File: src/rtl/shift_frame_sequencer_pkg.sv
// Shared encodings for the shift frame sequencer: shift-register ctrl codes,
// FSM states and a counter-width helper.
package shift_frame_sequencer_pkg;

    localparam logic [1:0] CTRL_HOLD = 2'b00;
    localparam logic [1:0] CTRL_SHL  = 2'b01;
    localparam logic [1:0] CTRL_SHR  = 2'b10;
    localparam logic [1:0] CTRL_LOAD = 2'b11;

    typedef enum logic [1:0] {
        IDLE  = 2'b00,
        LOAD  = 2'b01,
        SHIFT = 2'b10,
        DONE  = 2'b11
    } state_t;

    // Counter width for a modulus of n, never narrower than one bit.
    function automatic int unsigned cnt_width(input int unsigned n);
        return (n > 1) ? $clog2(n) : 1;
    endfunction

endpackage

File: src/rtl/shift_frame_sequencer_tick.sv
// Shift-rate divider: one tick every DIV enabled cycles; restarts from zero
// each time enable drops so every frame sees the same strobe phase.
module shift_tick_gen
    import shift_frame_sequencer_pkg::*;
#(
    parameter int unsigned DIV = 4
) (
    input  logic clk,
    input  logic reset,
    input  logic enable,
    output logic tick
);

    localparam int unsigned CW = cnt_width(DIV);
    localparam logic [CW-1:0] TC = CW'(DIV - 1);

    logic [CW-1:0] div_cnt;

    always_ff @(posedge clk or negedge reset) begin
        if (!reset) begin
            div_cnt <= '0;
        end else if (!enable || (div_cnt == TC)) begin
            div_cnt <= '0;
        end else begin
            div_cnt <= div_cnt + CW'(1);
        end
    end

    assign tick = enable && (div_cnt == TC);

endmodule

File: src/rtl/shift_frame_sequencer.sv
// Frame sequencer feeding a universal shift register: accepts a word, loads it,
// then issues N shift commands at one per DIV cycles and pulses frame_done.
module shift_frame_sequencer
    import shift_frame_sequencer_pkg::*;
#(
    parameter int unsigned N   = 8,
    parameter int unsigned DIV = 4
) (
    input  logic         clk,
    input  logic         reset,
    input  logic [N-1:0] din,
    input  logic         din_valid,
    output logic         din_ready,
    input  logic         dir,
    input  logic         fill,
    output logic [1:0]   ctrl,
    output logic [N-1:0] d,
    output logic         bit_strobe,
    output logic         busy,
    output logic         frame_done
);

    localparam int unsigned BW = cnt_width(N);
    localparam logic [BW-1:0] BIT_TC = BW'(N - 1);

    state_t          state;
    state_t          state_nxt;
    logic [N-1:0]    word;
    logic            dir_q;
    logic            fill_q;
    logic [BW-1:0]   bit_cnt;
    logic            tick;
    logic            accept;

    logic [1:0]      ctrl_c;
    logic [N-1:0]    d_c;
    logic            ready_c;
    logic            strobe_c;
    logic            busy_c;
    logic            done_c;

    shift_tick_gen #(
        .DIV (DIV)
    ) u_tick (
        .clk    (clk),
        .reset  (reset),
        .enable (state == SHIFT),
        .tick   (tick)
    );

    assign accept = din_valid && (state == IDLE);

    always_ff @(posedge clk or negedge reset) begin
        if (!reset) begin
            state <= IDLE;
        end else begin
            state <= state_nxt;
        end
    end

    // Frame context is captured only on accept so mid-frame input changes are ignored.
    always_ff @(posedge clk or negedge reset) begin
        if (!reset) begin
            word   <= '0;
            dir_q  <= 1'b0;
            fill_q <= 1'b0;
        end else if (accept) begin
            word   <= din;
            dir_q  <= dir;
            fill_q <= fill;
        end
    end

    always_ff @(posedge clk or negedge reset) begin
        if (!reset) begin
            bit_cnt <= '0;
        end else if (state == LOAD) begin
            bit_cnt <= '0;
        end else if (tick) begin
            bit_cnt <= bit_cnt + BW'(1);
        end
    end

    always_comb begin
        state_nxt = state;
        ctrl_c    = CTRL_HOLD;
        d_c       = '0;
        ready_c   = 1'b0;
        strobe_c  = 1'b0;
        busy_c    = 1'b1;
        done_c    = 1'b0;
        case (state)
            IDLE: begin
                ready_c = 1'b1;
                busy_c  = 1'b0;
                if (din_valid) begin
                    state_nxt = LOAD;
                end
            end
            LOAD: begin
                ctrl_c    = CTRL_LOAD;
                d_c       = word;
                state_nxt = SHIFT;
            end
            SHIFT: begin
                if (tick) begin
                    strobe_c = 1'b1;
                    ctrl_c   = dir_q ? CTRL_SHR : CTRL_SHL;
                    d_c      = N'(fill_q);
                    if (bit_cnt == BIT_TC) begin
                        state_nxt = DONE;
                    end
                end
            end
            DONE: begin
                done_c    = 1'b1;
                state_nxt = IDLE;
            end
            default: begin
                state_nxt = IDLE;
            end
        endcase
    end

    assign ctrl       = ctrl_c;
    assign d          = d_c;
    assign din_ready  = ready_c;
    assign bit_strobe = strobe_c;
    assign busy       = busy_c;
    assign frame_done = done_c;

endmodule

File: config.mk
export PLATFORM = sky130hd
export DESIGN_NAME = shift_frame_sequencer
export DESIGN_NICKNAME = d
export VERILOG_FILES = /design/src/rtl/shift_frame_sequencer_pkg.sv /design/src/rtl/shift_frame_sequencer_tick.sv /design/src/rtl/shift_frame_sequencer.sv
export SDC_FILE = /design/constraint.sdc
export NUM_CORES = 1
export LEC_CHECK = 0
export ABC_AREA = 1
export CAP_MARGIN = 20
export CELL_PAD_IN_SITES_DETAIL_PLACEMENT = 1
export CELL_PAD_IN_SITES_GLOBAL_PLACEMENT = 1
export CORE_MARGIN = 5
export CORE_UTILIZATION = 33
export CTS_BUF_LIST = sky130_fd_sc_hd__clkbuf_16
export CTS_CLUSTER_SIZE = 14
export DETAILED_ROUTE_END_ITERATION = 7
export PLACE_DENSITY_LB_ADDON = 0.1
export SLEW_MARGIN = 20
export SYNTH_ARGS = -nofsm -noshare
export SYNTH_HDL_FRONTEND = slang
export SYNTH_SLANG_ARGS = --single-unit
File: constraint.sdc
create_clock -name clk -period 1.5 [get_ports clk]
set_input_delay 0.375 -clock clk [delete_from_list [all_inputs] [get_ports clk]]
set_output_delay 0.375 -clock clk [all_outputs]
set_load 0.005 [all_outputs]
==> summary.md <==
| Metric | Value |
|---|---|
| CP Launch Type | `flop` |
| Final net count | `a little under 200` |
| All-layer global routing usage | `16.98%` |
| Critical Path Start | `state[1]$_DFFE_PN0P_` |
| DIE HEIGHT | `roughly 63 microns` |
| Final Wtd Congestion | `0.7061` |
| First-pass GRT wire length | `approximately 5400 microns` |
| Clk_lat worst skew | `between 0.2 and 0.25 ns` |
| DR WL/cell | `between 10 and 15 microns` |
| Final hold vios | `0` |
| Final setup margin | `-0.2726 ns` |
| Clock skew | `0.001804 ns` |
| Core area | `2710 sq um` |
| # hold bufs at CTS | `0` |
| Peak VDD IR | `1.021 mV` |
| Area growth syn-to-layout | `74.93%` |
| Max Clock Freq | `between 500 and 600 MHz` |
| R2r endpoint | `bit_cnt[0]$_DFFE_PN0P_` |
| Syn_area_per_cell | `about 8 sq um` |
| Post-Synthesis Cells | `approximately 120` |
| Pleak | `between 0.9 and 1 nW` |
| Drc violations | `0` |
| Bufs on Longest Clock Path | `2` |
| Rows | `19` |
| Slew Viols, Final | `0` |
| Syn_nets | `between 100 and 150` |
| Pwr per Cell Area | `1971 nW/um^2` |
| Vias in the first global route | `1129` |
| Final Power | `around 3.2 mW` |
| Number of port buffers | `26` |
| Most common cell after layout, fill and taps aside | `nand2_1` |
| Register bit total from synthesis | `17` |
| Crit path time final | `1.773 ns` |
| Synth Warn # | `0` |
| Max-Cap Viols | `0` |
| Fraction of layout cells with a size suffix above 1 | `44.44%` |
| Hold crit path type | `input pin to async pin` |
| Final non-filler cell total | `around 200` |
| Most frequent cells in the layout | `nand2_1, buf_4, dfrtp_1, inv_1, nand3_1` |
| Crit path kind | `flop to output port` |
| GRT overflow | `0` |
| Via-per-instance ratio | `4.574` |
| Pin count of the biggest net entering global routing | `18` |
| Io pins | `27` |
| Pre-CTS WS | `-0.5039 ns` |
| CTS H-tree lvls | `1` |
| TritonCTS buffer count | `3` |
| RSZ-0062 raised after global routing | `true` |
| Tcrit/Tclk final | `118.2%` |
| Initial antenna violation count | `0` |
| Final WL | `2986 microns` |
| Worst-margin pin slew | `roughly 0.24 ns` |
| Die W | `between 60 and 70 microns` |
| Antenna viol nets, final | `0` |
| Post-Synthesis Cell Area | `between 900 and 1000 sq um` |
| CTS root buffer | `clkbuf_16` |
| Sequential-to-total area share from yosys stat | `a little under half` |
| Setup_tns | `-2.141 ns` |
| Crit. End Element | `output port` |
| Initial Util | `about 34%` |
| Clk sink count | `17` |
| RR Startpoint | `state[0]$_DFFE_PN0P_` |
| Post-DP HPWL | `roughly 1900 microns` |
| Die area | `~4000 sq um` |
| Ant. Diodes | `0` |
| Failing checks | `setup timing` |
| CTS tree | `built` |
| Critical Path Fanout Max | `3` |
| 1st-pass router iterations | `4` |
| Req. time, crit path | `around 1.1 ns` |
| Status | `complete, but fails checks` |
| Crit path DAT | `between 1 and 1.5 ns` |
| Clock transition at the registers of the reported paths | `approximately 0.050 ns` |
| Inst Count DP | `approximately 190` |
| Netlist cell types | `14` |
| Via count | `924` |
| Final-report setup violation count | `13` |
| Slew HR | `a little over four fifths` |
| Reg2reg path depth | `8` |
| DR iter-0 viols | `10` |
| R2R setup slack | `0.06 ns` |
| Layout Utilization | `59.60%` |
==> metrics by stage <==
step           hold slack [ns]  cell area, sq um
2_1_floorplan          0.07941             923.4
3_3_place_gp            0.4538              1325
3_5_place_dp            0.4638              1325
4_1_cts                 0.4804              1575
5_1_grt                 0.4865              1615
6_report                0.4731              1615
==> how the worst max path moves through the flow <==
stage	endpoint	slack (ns)
after floorplan	d[0]	0.08
after global placement	ctrl[0]	-0.45
after detailed placement	ctrl[0]	-0.50
after CTS	ctrl[0]	-0.27
after global routing	d[0]	-0.35
final	ctrl[0]	-0.27
==> cells by family (layout without fill, tap and decap cells) <==
logic type / after synthesis / in the layout / share of synthesized area [%]
and+or+nand+nor: 65 / 65 / 29.81
buffers and inverters: 21 / 77 / 9.214
DFF: 17 / 17 / 46.07
adders and majority gates: 9 / 9 / 12.20
AOI/OAI and AO/OA: 2 / 2 / 1.761
xor gates and xnor gates: 1 / 1 / 0.9487
==> worst max-delay path: stages, from the launching register on <==
cell     delay, ns
dfrtp_1       0.39
inv_2         0.11
ha_4          0.16
buf_6         0.11
inv_4         0.04
nand2_4       0.06
nand2_4       0.05
a21oi_2       0.11
buf_2         0.12
==> sequential cells by signal, summed over array words and instances, names as in the netlist <==
name            cells
bit_cnt             3
fill_q              1
dir_q               1
u_tick.div_cnt      2
word                8
state               2
==> per-layer routing <==
layer,track usage [%],vias to the layer above,wire length [microns]
met3,2.698,6,71
met1,19.20,437,1273
met2,31.28,18,1593
li1,-,463,-
met4,6.366,0,48
met5,0,-,0
==> cell type report <==
cell class / instances / area [sq um]
Inverter: 18 / 75.07
Timing Repair Buffer: 55 / 459.2
Fill cell: 320 / 1095
Clock inverter: 1 / 3.754
Clock buffer: 3 / 75.07
Sequential cell: 17 / 426.7
Multi-Input combinational cell: 77 / 536.8
Tap cell: 31 / 38.79
==> cells in the mapped netlist <==
| library cell | n | area, sq um |
|---|---|---|
| nand4_1 | 2 | 12.51 |
| nand3_1 | 15 | 75.07 |
| xor2_1 | 1 | 8.760 |
| ha_1 | 9 | 112.6 |
| nor2_1 | 5 | 18.77 |
| inv_1 | 17 | 63.81 |
| inv_2 | 1 | 3.750 |
| buf_2 | 2 | 10.01 |
| a21oi_1 | 1 | 5.000 |
| nand2_2 | 3 | 18.77 |
| dfrtp_1 | 17 | 425.4 |
| buf_4 | 1 | 7.510 |
| a21boi_2 | 1 | 11.26 |
| nand2_1 | 40 | 150.1 |
==> where the power goes <==
part,switching [mW],internal [mW]
Sequential,0.152,0.644
Clock,0.173,0.354
Combinational,0.898,0.963
==> what timing repair did <==
item / CTS / global route
setup endpoints to repair: 14 / 26
resized for setup: 95 / 12
setup buffers: 13 / 3
pin swaps: 7 / 5
No activity file was read; power rests on OpenSTA's default activity.
